File: config.mk
export PLATFORM = sky130hd
export DESIGN_NAME = alu_cmd_sequencer
export DESIGN_NICKNAME = d
export VERILOG_FILES = /design/src/rtl/alu_cmd_sequencer.sv
export SDC_FILE = /design/constraint.sdc
export NUM_CORES = 1
export LEC_CHECK = 0
export CAP_MARGIN = 20
export CORE_UTILIZATION = 45
export DETAILED_ROUTE_END_ITERATION = 8
export MAX_ROUTING_LAYER = met4
export PLACE_DENSITY = 0.74
export SLEW_MARGIN = 20
export SYNTH_ARGS = -nofsm -noshare
export SYNTH_HDL_FRONTEND = slang
export SYNTH_SLANG_ARGS = --single-unit
File: constraint.sdc
create_clock -name clk -period 6.9 [get_ports clk]
set_clock_uncertainty 0.1 [all_clocks]
set_input_delay 1.725 -clock clk [delete_from_list [all_inputs] [get_ports clk]]
set_output_delay 1.725 -clock clk [all_outputs]
set_load 0.02 [all_outputs]
File: src/rtl/alu_cmd_sequencer.sv
// Front end for ALU_sync: buffers tagged commands, issues them against result-buffer credits,
// tracks ALU latency and returns results with flags and tag in issue order.
module alu_cmd_sequencer #(
    parameter int unsigned CMD_DEPTH = 4,
    parameter int unsigned RES_DEPTH = 2,
    parameter int unsigned TAG_W     = 4,
    parameter int unsigned ALU_LAT   = 1
) (
    input  logic                        clk,
    input  logic                        rst,
    input  logic                        cmd_valid,
    output logic                        cmd_ready,
    input  logic [15:0]                 cmd_a,
    input  logic [15:0]                 cmd_b,
    input  logic [3:0]                  cmd_fun,
    input  logic [TAG_W-1:0]            cmd_tag,
    output logic [15:0]                 alu_a,
    output logic [15:0]                 alu_b,
    output logic [3:0]                  alu_fun,
    input  logic [15:0]                 alu_out,
    input  logic [4:0]                  alu_flags,
    output logic                        res_valid,
    input  logic                        res_ready,
    output logic [15:0]                 res_data,
    output logic [4:0]                  res_flags,
    output logic [TAG_W-1:0]            res_tag,
    output logic                        res_div0,
    output logic [$clog2(CMD_DEPTH):0]  cmd_count
);
    localparam int unsigned CP_W   = $clog2(CMD_DEPTH);
    localparam int unsigned CC_W   = CP_W + 1;
    localparam int unsigned RP_W   = $clog2(RES_DEPTH);
    localparam int unsigned RC_W   = RP_W + 1;
    localparam int unsigned PIPE_N = ALU_LAT + 1;
    localparam int unsigned IF_W   = $clog2(PIPE_N + 1);
    localparam logic [3:0]  FUN_NOP  = 4'b1111;
    localparam logic [3:0]  FUN_DIV  = 4'b0011;
    localparam logic [4:0]  DIV0_FLG = 5'b01000;

    // Command FIFO storage and pointers (extra MSB distinguishes full from empty)
    logic [15:0]      ca_mem [CMD_DEPTH];
    logic [15:0]      cb_mem [CMD_DEPTH];
    logic [3:0]       cf_mem [CMD_DEPTH];
    logic [TAG_W-1:0] ct_mem [CMD_DEPTH];
    logic [CC_W-1:0]  cwr_ptr;
    logic [CC_W-1:0]  crd_ptr;

    // Result buffer storage and pointers
    logic [15:0]        rd_mem [RES_DEPTH];
    logic [4:0]         rf_mem [RES_DEPTH];
    logic [TAG_W-1:0]   rt_mem [RES_DEPTH];
    logic [RES_DEPTH-1:0] rz_mem;
    logic [RC_W-1:0]    rwr_ptr;
    logic [RC_W-1:0]    rrd_ptr;

    // In-flight pipe: one stage per edge between issue and capture
    logic [PIPE_N-1:0]  pipe_v;
    logic [PIPE_N-1:0]  pipe_z;
    logic [TAG_W-1:0]   pipe_tag [PIPE_N];

    logic [CC_W-1:0]    ccount;
    logic [RC_W-1:0]    rcount;
    logic [IF_W-1:0]    inflight;
    logic [CP_W-1:0]    chead;
    logic [CP_W-1:0]    cwr_idx;
    logic [RP_W-1:0]    rwr_idx;
    logic [RP_W-1:0]    rrd_idx;
    logic               cfull;
    logic               cempty;
    logic               rfull;
    logic               push;
    logic               issue;
    logic               cap;
    logic               pop;
    logic               head_div0;

    always_comb begin
        ccount    = CC_W'(cwr_ptr - crd_ptr);
        rcount    = RC_W'(rwr_ptr - rrd_ptr);
        chead     = crd_ptr[CP_W-1:0];
        cwr_idx   = cwr_ptr[CP_W-1:0];
        rwr_idx   = rwr_ptr[RP_W-1:0];
        rrd_idx   = rrd_ptr[RP_W-1:0];
        cfull     = (ccount == CC_W'(CMD_DEPTH));
        cempty    = (ccount == '0);
        rfull     = (rcount == RC_W'(RES_DEPTH));
        inflight  = '0;
        for (int i = 0; i < int'(PIPE_N); i++) begin
            inflight = inflight + IF_W'(pipe_v[i]);
        end
        cmd_ready = !cfull && !rst;
        push      = cmd_valid && cmd_ready;
        // Credits cover both buffered results and everything still in the ALU pipe
        issue     = !cempty && ((32'(rcount) + 32'(inflight)) < RES_DEPTH);
        head_div0 = (cf_mem[chead] == FUN_DIV) && (cb_mem[chead] == 16'h0000);
        cap       = pipe_v[PIPE_N-1];
        res_valid = (rcount != '0);
        pop       = res_valid && res_ready;
        res_data  = rd_mem[rrd_idx];
        res_flags = rf_mem[rrd_idx];
        res_tag   = rt_mem[rrd_idx];
        res_div0  = rz_mem[rrd_idx];
        cmd_count = ccount;
    end

    always_ff @(posedge clk) begin
        if (rst) begin
            cwr_ptr <= '0;
            crd_ptr <= '0;
            rwr_ptr <= '0;
            rrd_ptr <= '0;
            pipe_v  <= '0;
            pipe_z  <= '0;
            alu_a   <= '0;
            alu_b   <= '0;
            alu_fun <= FUN_NOP;
            rz_mem  <= '0;
            for (int i = 0; i < int'(PIPE_N); i++) begin
                pipe_tag[i] <= '0;
            end
            for (int i = 0; i < int'(RES_DEPTH); i++) begin
                rd_mem[i] <= '0;
                rf_mem[i] <= '0;
                rt_mem[i] <= '0;
            end
        end else begin
            if (push) begin
                ca_mem[cwr_idx] <= cmd_a;
                cb_mem[cwr_idx] <= cmd_b;
                cf_mem[cwr_idx] <= cmd_fun;
                ct_mem[cwr_idx] <= cmd_tag;
                cwr_ptr         <= cwr_ptr + CC_W'(1);
            end

            if (issue) begin
                alu_a   <= ca_mem[chead];
                alu_b   <= cb_mem[chead];
                alu_fun <= cf_mem[chead];
                crd_ptr <= crd_ptr + CC_W'(1);
            end else begin
                alu_fun <= FUN_NOP;
            end

            pipe_v      <= {pipe_v[PIPE_N-2:0], issue};
            pipe_z      <= {pipe_z[PIPE_N-2:0], issue && head_div0};
            pipe_tag[0] <= ct_mem[chead];
            for (int i = 1; i < int'(PIPE_N); i++) begin
                pipe_tag[i] <= pipe_tag[i-1];
            end

            // Capture ALU output into the result buffer, overriding divide-by-zero results
            if (cap) begin
                rd_mem[rwr_idx] <= pipe_z[PIPE_N-1] ? 16'hFFFF : alu_out;
                rf_mem[rwr_idx] <= pipe_z[PIPE_N-1] ? DIV0_FLG : alu_flags;
                rt_mem[rwr_idx] <= pipe_tag[PIPE_N-1];
                rz_mem[rwr_idx] <= pipe_z[PIPE_N-1];
                rwr_ptr         <= rwr_ptr + RC_W'(1);
            end

            if (pop) begin
                rrd_ptr <= rrd_ptr + RC_W'(1);
            end
        end
    end

    // The credit rule must keep the result buffer from ever being written while full
    res_no_overflow: assert property (@(posedge clk) disable iff (rst) !(cap && rfull && !pop));

endmodule
==> run summary, run 1 <==
Startpoint Class - register
CTS buffer count - 28
VDD IR max - 0.301 mV
Synth cell types - 39
pin count of the biggest net entering global routing - 65
DR iter-0 viols - 298
Ys Warns - 0
max cap viols - 0
Post-synth ARST share - 0%
post-synth top area share - 61.5%
Compound-Gate Fraction of Synth Area - 1.18%
Tcrit/Tclk final - 75.8%
Core Region - 22100 sq um
Sink Count - 273
CTS Hold Bufs - 0
RSZ-0062 raised after global routing - no
GP Congestion - 0.813
worst slew pin tran - 1090 ps
Die Area - 23400 sq um
I/O Buffers - 131
GR Overflow Total - 0
most frequent cell after synthesis - edfxtp_1
area growth from synthesis to layout - 24.2%
DP Wirelength - 11800 um
Post-Synth Simple-Gate Area - 6.30%
Pleak - 0.00443 uW
CTS root buf - clkbuf_16
Die Wd - 153 um
minimum clock period - 5230 ps
Hold WC Path Type - reg2reg
Clock Tree Buf Depth - 3
Final setup viols - 0
H-tree depth - 1
Die Y - 153 um
top cells by area, synth - edfxtp_1 (62%), dfxtp_1 (12%), mux4_2 (8.8%)
# diodes - 0
critical path's top delay family - flip-flops
Most used DFF post-synth - edfxtp_1
syn nets - 672
crit path buf inv count - 1
via count - 5467
Synth top cells by count - edfxtp_1 (210), nor2_1 (108), dfxtp_1 (63)
Synth Register Bits - 273
Syn Area/Cell - 17.1 sq um
fillers - 1640
Worst path slowest cell - dfxtp_1
multiplexer share of the synthesized area - 14.8%
arrival time worst endpoint - 3410 ps
Post-Route WL - 19400 um
worst skew pair latency - 530 ps
worst setup path category - reg2out
Hold Fails Final Rpt - 0
Largest stage delay, worst path - 950 ps
TritonCTS clock tree - yes
max_slew headroom - 27.4%
post-CTS resize count - 0
Vias/cell - 5.27
critical path endpoint category - primary output
Initial DRT Pass Iterations - 5
Synth area leader - edfxtp_1
num ports - 132
TNS Setup - 0 ps
Synth Area in XOR/XNOR - 0.793%
main combinational cell family by area after synthesis - multiplexers
nets - 810
Post-DRT Antenna Nets - 0
Worst-path clk slew - 60 ps
drt drc - 0
cell count after synthesis - 598
effective utilization at floorplan - 46.4%
EDFF count, synth - 210
Avg WL per Cell - 18.7 um
total routing usage reported by global routing - 17.4%
Fmax - 191 MHz
number of antenna violations at the first check in global routing - 0
std cell rows - 54
Max FO, Critical Path - 19
status - complete, no violations
layout cells sized above 1 - 15.7%
Final Slew Violations - 0
critical path, cell by cell - fa_1 > xor3_1 > a31oi_1 > clkdlybuf4s50_1
first-pass GRT wire length - 30900 um
WHS - 337 ps
postcts setup bufs - 0
adder-cell area share of the yosys netlist - 1.17%
post-synthesis cell area - 10200 sq um
Critical Path RT - 5080 ps
vias in the first global route - 5762
Cell Pwr Density - 408 nW/um^2
Seq/Total Area, Yosys - 73.8%
## stage by stage
step | total power [uW] | instance area [sq um] | worst slack (ps) | cells | util (%)
after floorplan | 3280 | 10200 | 2180 | 598 | -
after global placement | 3770 | 11800 | 2240 | 986 | 53.6
after detailed placement | 3810 | 11800 | 2140 | 986 | 53.6
after CTS | 5250 | 12700 | 1660 | 1038 | 57.6
after global routing | 5430 | 12700 | 1550 | 1038 | 57.6
final | 5190 | 12700 | 1670 | 1038 | 57.6
## layout by cell type (no fill, tap or decap), drive strengths merged, types with 14 or more instances in the layout
| cell type | netlist | routed |
|---|---|---|
| edfxtp | 210 | 210 |
| clkdlybuf4s50 | 0 | 130 |
| nor2 | 108 | 108 |
| dfxtp | 63 | 63 |
| mux4 | 40 | 40 |
| clkbuf | 17 | 38 |
| mux2i | 33 | 33 |
| mux2 | 25 | 25 |
| inv | 14 | 14 |
## cell families (layout without fill, tap and decap cells)
logic type                 count (synthesis)  count (layout)
AOI/OAI and AO/OA                         17              17
xor gates and xnor gates                   6               6
adders and majority gates                  9               9
buffers and inverters                     45             205
DFF                                      273             273
muxes                                     98              98
and+or+nand+nor                          150             150
## where the power goes
part	switching, uW	internal (uW)	total (uW)
Sequential	150	2010	2160
Combinational	814	786	1600
Clock	580	852	1430
## sequential cells by signal, summed over array words and instances (netlist names), 3 cells and up, named ones only
name      flops
cwr_ptr       3
alu_b        16
ca_mem       64
rf_mem       10
pipe_tag      8
alu_fun       4
cb_mem       64
rt_mem        8
alu_a        16
crd_ptr       3
ct_mem       16
rd_mem       32
cf_mem       16
## per-layer routing
layer,global-route usage [%],part of all wire (%),vias up
met5,-,0,-
met4,4.76,2.1,0
met3,3.09,6.6,29
met2,29.6,49,191
met1,21.5,42,2736
li1,-,-,2511
## worst paths after layout
kind / slack, ps / cells past startpoint / end / start
worst max-delay path: 1670 / 4 / cmd_ready / crd_ptr[1]
worst min-delay path: 340 / 1 / pipe_tag[0][6] / pipe_tag[0][2]
worst max register to register: 3460 / 5 / cf_mem[1][3] / crd_ptr[1]
worst min register to register: 340 / 1 / pipe_tag[0][6] / pipe_tag[0][2]
## area by class of cell
class                           instances  area (sq um)  share of cell area, %
Multi-Input combinational cell        280          2500                   19.6
Inverter                               14          52.6                  0.413
Clock inverter                         14           118                  0.924
Tap cell                              280           350                   2.75
Clock buffer                           38           769                   6.05
Timing Repair Buffer                  139          1370                   10.7
Sequential cell                       273          7570                   59.5
(Power assumes the default switching activity.)
==> run 2: changes to the inputs <==
==> constraint.sdc (replaced) <==
create_clock -name clk -period 5.35 [get_ports clk]
set_clock_uncertainty 0.1 [all_clocks]
set_input_delay 1.3375 -clock clk [delete_from_list [all_inputs] [get_ports clk]]
set_output_delay 1.3375 -clock clk [all_outputs]
set_load 0.02 [all_outputs]
==> run 2 against run 1 <==
- worst setup slack worse by 990 ps
- clock-buffer cell count is 2 lower
- critical path depth is 2 higher
- cell count stayed put
- global-route usage hardly changed
- clock power is 43% higher
==> run summary, run 2 (synthesis gave the netlist of run 1 again) <==
status - complete, no violations
TritonCTS clock tree - yes
# diodes - 0
Final Slew Violations - 0
pin count of the biggest net entering global routing - 65
via count - 5414
Die Wd - 153 um
max cap viols - 0
Crit path depth - 6
H-tree depth - 1
max_slew headroom - 27.4%
CP startpoint - cwr_ptr[0]
total routing usage reported by global routing - 17.4%
commonest non-fill, non-tap cell in the layout - edfxtp_1
r2r setup slk - 1740 ps
TNS Setup - 0 ps
I/O Buffers - 131
number of antenna violations at the first check in global routing - 0
num ports - 132
met2 wire len - 9630 um
Tcrit/Tclk final - 87.3%
Post-DRT Antenna Nets - 0
Fmax - 214 MHz
GR Overflow Total - 0
Die Area - 23400 sq um
Largest stage delay, worst path - 720 ps
post-CTS resize count - 0
DR iter-0 viols - 294
Pleak - 0.00450 uW
Cell Pwr Density - 537 nW/um^2
Hold Fails Final Rpt - 0
critical path, cell by cell - inv_1 > ha_1 > fa_1 > xor3_1 > a31oi_1 > clkdlybuf4s50_1
Die Y - 153 um
CTS root buf - clkbuf_16
effective utilization at floorplan - 46.4%
arrival time worst endpoint - 3230 ps
RSZ-0062 raised after global routing - no
critical path's top delay family - buffers and inverters
nets - 810
worst slew pin tran - 1090 ps
Avg WL per Cell - 18.7 um
worst skew pair latency - 550 ps
WHS - 331 ps
Final Util - 58.2%
most frequent cells in the layout - edfxtp_1 (210), clkdlybuf4s50_1 (130), nor2_1 (108), dfxtp_1 (61), mux4_2 (40)
area growth from synthesis to layout - 25.5%
Critical Path RT - 3910 ps
VDD IR max - 0.363 mV
area of placed instances - 11800 sq um
Vias/cell - 5.22
Initial DRT Pass Iterations - 5
minimum clock period - 4670 ps
crit path buf inv count - 2
Startpoint Class - register
Max Used Layer - met4
Regs by FF count - ca_mem x64, cb_mem x64, rd_mem x32
DP Wirelength - 11700 um
met3 routed WL - 1160 um
Reg2Reg Depth - 7
r2r endpoint - ca_mem[2][2]
std cell rows - 54
Post-Route WL - 19400 um
Max FO, Critical Path - 7
Worst path slowest cell - clkdlybuf4s50_1
worst setup path category - reg2out
CTS buffer count - 28
Sink Count - 273
first-pass GRT wire length - 30700 um
Core Region - 22100 sq um
GP Congestion - 0.802
FF-to-FF Start - cwr_ptr[0]
CP endpoint - cmd_ready
Clock Tree Buf Depth - 3
Hold WC Path Type - reg2reg
Final setup viols - 0
vias in the first global route - 5687
critical path endpoint category - primary output
final instance area - 12900 sq um
postcts setup bufs - 0
CTS Hold Bufs - 0
Worst-path clk slew - 60 ps
metal1 wirelength - 8290 um
layout cells sized above 1 - 17.2%
drt drc - 0
[run 2: through the flow]
step	total power, uW	worst slack, ps	instances
after global routing	7240	575	1038
after global placement	4860	1460	985
after floorplan	4240	1020	598
final	6910	678	1038
after detailed placement	4920	1370	985
after CTS	6990	757	1037
[run 2: area by class of cell]
type                    count  area, sq um
clock inverters            16          206
flip-flops and latches    273         7570
clock buffers              36          812
fillers                  1648         9230
well taps                 280          350
multi-input cells         280         2510
repair buffers            139         1370
inverters                  14         52.6
[run 2: how the worst min path moves through the flow]
stage                         startpoint              to  slack, ps  cells past startpoint
final                     pipe_tag[0][0]  pipe_tag[0][4]        330                      1
after global routing      pipe_tag[0][3]  pipe_tag[0][7]        350                      1
after CTS                 pipe_tag[0][0]  pipe_tag[0][4]        340                      1
after detailed placement  pipe_tag[0][0]  pipe_tag[0][4]        330                      1
after global placement    pipe_tag[0][1]  pipe_tag[0][5]        320                      1
after floorplan           pipe_tag[0][0]  pipe_tag[0][4]        310                      1
[run 2: layer usage]
layer | vias up | track usage, %
met3 | 27 | 3.66
met5 | - | -
met4 | 0 | 3.90
li1 | 2508 | -
met1 | 2714 | 21.9
met2 | 165 | 29.0
[run 2: report_power, final]
part,switching (uW),internal [uW]
registers,182,2600
logic,1060,1010
clock network,786,1270
total,2030,4880
==> variant 1 (config.mk and constraints of run 2) <==
Change the parameter `RES_DEPTH` from 2 to 4.
--- a/src/rtl/alu_cmd_sequencer.sv
+++ b/src/rtl/alu_cmd_sequencer.sv
@@ -2,7 +2,7 @@
 // tracks ALU latency and returns results with flags and tag in issue order.
 module alu_cmd_sequencer #(
     parameter int unsigned CMD_DEPTH = 4,
-    parameter int unsigned RES_DEPTH = 2,
+    parameter int unsigned RES_DEPTH = 4,
     parameter int unsigned TAG_W     = 4,
     parameter int unsigned ALU_LAT   = 1
 ) (
Behaviour: not the same (Yosys sat finds a counterexample within 10 cycles, from zero or initial values and one cycle with rst high).
==> variant 1 against run 2 <==
Die area is 23% higher; worst setup slack better by 0.23 ns; first-iteration DRC count is 63% higher; area after synthesis rose by 24%; wire length is 30% higher; cell area rose by 20%; cell count increased by 28%; power increased by 16%; sequential cell count rose by 55.
==> variant 1: results (changes against run 2) <==
Final layout
  – Inverters: 17 (was 14)
  – Ant diodes: 2 (was 0)
  – # fillers: 2,207 (was 1,648)
  – Fin cells: 1,325 (was 1,038)
  – Final #Nets: 1,000 (was 810)
  – Plain + repair buffers: 150 (was 139)
  – Share of cells above drive strength 1: 15.66% (was 17.15%)
  – Final instance area: 15,480 um^2 (was 12,870 um^2)
  – Clock buffer count: 38 (was 36)
  – Signal buf overhead: 9.358% (was 10.65%)
  – Clock-cell share: 7.160% (was 7.914%)
  – FF+latch area: 9171 um^2 (was 7570 um^2)

Global routing
  – First-pass GRT wire length: 38.76 mm (was 30.71 mm)
  – Grt met1 use: 22.75% (was 21.88%)

Placement
  – Gp weighted congestion: 0.7495 (was 0.8016)

Pwr
  – Clk pwr share: 29.1% (was 29.7%)
  – Power Internal: 5.555 mW (was 4.876 mW)
  – Static Leakage: 5.338 nW (was 4.501 nW)
  – Worst IR Drop VDD: 0.3203 mV (was 0.3629 mV)

Outcome
  – Run status: finished, final reports clean (unchanged)

Synthesis
  – Synth area leaders: edfxtp_1, mux4_2, dfxtp_1 (was edfxtp_1, dfxtp_1, mux4_2)
  – XOR/XNOR Fraction of Synth Area: 0.8974% (was 0.7935%)
  – Post-Synthesis Mean Instance Area: 16.27 um^2 (was 17.14 um^2)
  – Synthesized-area fraction occupied by adder cells: 1.598% (was 1.172%)
  – Seq/Total Area, Yosys: 72.27% (was 73.83%)
  – Mux contribution to synthesized area: 12.19% (was 14.76%)

Drt
  – DRT Pass-1 Iters: 4 (was 5)
  – Vias/cell: 5.257 (was 5.216)
  – Routed length on met1: 10.45 mm (was 8.290 mm)
  – DRT iter0 DRCs: 479 (was 294)

Clocking
  – CTS buffer count: 31 (was 28)

Setup path
  – Worst Setup SP: cwr_ptr[0]$_SDFFE_PP0P_ (was cwr_ptr[0]$_SDFFE_PP0N_)
  – Crit Path Max Fanout: 5 (was 7)
  – Worst Path Arrival: 3.01 ns (was 3.23 ns)
variant 1: changes by cell type in the layout (fill, tap and decap cells not counted), moves of 5 or more:
cell,before,now
mux4_1,0,5
mux2_2,25,1
ha_1,8,13
dfxtp_1,61,66
nor2b_1,11,6
a21oi_1,4,40
buf_4,7,19
edfxtp_1,210,260
nor2_1,108,127
mux4_2,40,61
nand3_1,2,8
mux2i_1,33,3
nand2_1,9,88
variant 1: critical path, stage by stage, from the launching register on:
cell and delay [ns]:
dfxtp_1 0.39, inv_1 0.11, ha_1 0.22, fa_1 0.39, xor3_1 0.35, nor2b_2 0.36, nor2_1 0.07, clkdlybuf4s50_1 0.56
variant 1: path summary, 6_finish.rpt:
path / to / slack (ns) / depth (start not counted)
setup / recovery: cmd_ready / 0.90 / 7
hold / removal: pipe_tag[0][6]$_SDFF_PP0_ / 0.34 / 1
setup reg to reg: cb_mem[0][2]$_DFFE_PP_ / 1.84 / 8
hold reg to reg: pipe_tag[0][6]$_SDFF_PP0_ / 0.34 / 1
==> variant 2 (settings of run 2) <==
Without the edit above. Register the output `cmd_count`; this adds one clock of latency there. The other outputs are not delayed to match.
--- a/src/rtl/alu_cmd_sequencer.sv
+++ b/src/rtl/alu_cmd_sequencer.sv
@@ -36,6 +36,8 @@
     localparam logic [3:0]  FUN_NOP  = 4'b1111;
     localparam logic [3:0]  FUN_DIV  = 4'b0011;
     localparam logic [4:0]  DIV0_FLG = 5'b01000;
+
+    logic [$clog2(CMD_DEPTH):0] cmd_count_d;
 
     // Command FIFO storage and pointers (extra MSB distinguishes full from empty)
     logic [15:0]      ca_mem [CMD_DEPTH];
@@ -100,7 +102,7 @@
         res_flags = rf_mem[rrd_idx];
         res_tag   = rt_mem[rrd_idx];
         res_div0  = rz_mem[rrd_idx];
-        cmd_count = ccount;
+        cmd_count_d = ccount;
     end
 
     always_ff @(posedge clk) begin
@@ -166,4 +168,8 @@
     // The credit rule must keep the result buffer from ever being written while full
     res_no_overflow: assert property (@(posedge clk) disable iff (rst) !(cap && rfull && !pop));
 
+    always_ff @(posedge clk) begin
+        cmd_count <= cmd_count_d;
+    end
+
 endmodule
Check against the original RTL: not equivalent (a bounded check fails within 4 cycles, from zero or initial values and one cycle with rst high).
==> variant 2 against run 2 <==
Via count rose by 1.7%; cell area rose by 0.25%; power fell by 1.1%; sequential share of layout area rose by 0.32 points; maximum frequency rose by 0.31%; sequential cell count rose by 3; worst setup slack improved by 0.014 ns; register-to-register slack improved by 0.37 ns; count of clock-buffer cells in the layout rose by 7; area after synthesis rose by 0.62%; worst hold slack barely moved; largest cell class unchanged; wire length rose by 0.61%.
==> variant 2: results (changes against run 2) <==
Placement
  – Placed cells: 993 (was 985)
  – Area after DPL: 11,900 um^2 (was 11,830 um^2)
  – Gp weighted congestion: 0.7906 (was 0.8016)
  – Hpwl dp: 11.74 mm (was 11.68 mm)
  – DP Worst Slack: 1.336 ns (was 1.373 ns)

Pwr
  – Clk pwr share: 28.6% (was 29.7%)
  – Static Leakage: 4.509 nW (was 4.501 nW)
  – Worst IR Drop VDD: 0.3329 mV (was 0.3629 mV)
  – Pwr Total: 6.833 mW (was 6.907 mW)
  – Pwr dens: 529.6 nW/um^2 (was 536.7 nW/um^2)

Synthesis
  – Synthesized-area fraction occupied by adder cells: 1.165% (was 1.172%)
  – Post-Synthesis Mean Instance Area: 17.16 um^2 (was 17.14 um^2)
  – Top cells by count, synth: edfxtp_1, nor2_1, dfxtp_1 (unchanged)
  – Synth area leaders: edfxtp_1, dfxtp_1, mux4_2 (unchanged)
  – Mux contribution to synthesized area: 14.67% (was 14.76%)
  – Synth Instances: 601 (was 598)
  – Syn_nets: 675 (was 672)
  – Synth Area in Compound Gates: 1.177% (was 1.184%)

Drt
  – Vias/cell: 5.245 (was 5.216)
  – Wirelength per Cell: 18.59 um (was 18.69 um)
  – WL met2: 9.714 mm (was 9.633 mm)
  – Routed length on met1: 8.145 mm (was 8.290 mm)
  – DRT iter0 DRCs: 317 (was 294)

Global routing
  – Total Routing Usage GR: 17.26% (was 17.38%)
  – Grt met1 use: 21.63% (was 21.88%)
  – Met2 usage: 28.55% (was 29.03%)
  – Vias in the first global route: 5,711 (was 5,687)
  – First-pass GRT wire length: 30.64 mm (was 30.71 mm)

Final layout
  – Fraction of area in multi-input gates: 19.44% (was 19.48%)
  – Signal buf overhead: 10.89% (was 10.65%)
  – Clock buffer count: 43 (was 36)
  – Clock-cell share: 7.361% (was 7.914%)
  – Share of cells above drive strength 1: 16.34% (was 17.15%)
  – Plain + repair buffers: 141 (was 139)
  – # fillers: 1,718 (was 1,648)

Setup path
  – Worst r2r dst: ct_mem[0][1]$_DFFE_PP_ (was ca_mem[2][2]$_DFFE_PP_)
  – Worst Path Arrival: 3.22 ns (was 3.23 ns)
  – Worst Setup SP: cwr_ptr[0]$_SDFFE_PP0P_ (was cwr_ptr[0]$_SDFFE_PP0N_)

STA
  – Max Clk Rate: 0.2147 GHz (was 0.2140 GHz)
  – Slew @ Worst Pin: 1.060 ns (was 1.090 ns)

Outcome
  – Run status: finished, final reports clean (unchanged)

Clocking
  – CTS buffer count: 29 (was 28)
variant 2: cell count changes after synthesis:
cell             run 2  this run
dfxtp_1             63        66
buf_1                4         3
buf_4                3         2
buf_6                2         3
clkbuf_1            17        18
variant 2: how the worst min path moves through the flow:
stage | from | to | slack, ns | depth (start not counted)
global route | pipe_tag[0][0]$_SDFF_PP0_ | pipe_tag[0][4]$_SDFF_PP0_ | 0.36 | 1
detailed placement | pipe_tag[0][0]$_SDFF_PP0_ | pipe_tag[0][4]$_SDFF_PP0_ | 0.32 | 1
finish | pipe_tag[0][1]$_SDFF_PP0_ | pipe_tag[0][5]$_SDFF_PP0_ | 0.33 | 1
floorplan | pipe_tag[0][0]$_SDFF_PP0_ | pipe_tag[0][4]$_SDFF_PP0_ | 0.31 | 1
global placement | pipe_tag[0][2]$_SDFF_PP0_ | pipe_tag[0][6]$_SDFF_PP0_ | 0.32 | 1
CTS | pipe_tag[0][0]$_SDFF_PP0_ | pipe_tag[0][4]$_SDFF_PP0_ | 0.34 | 1
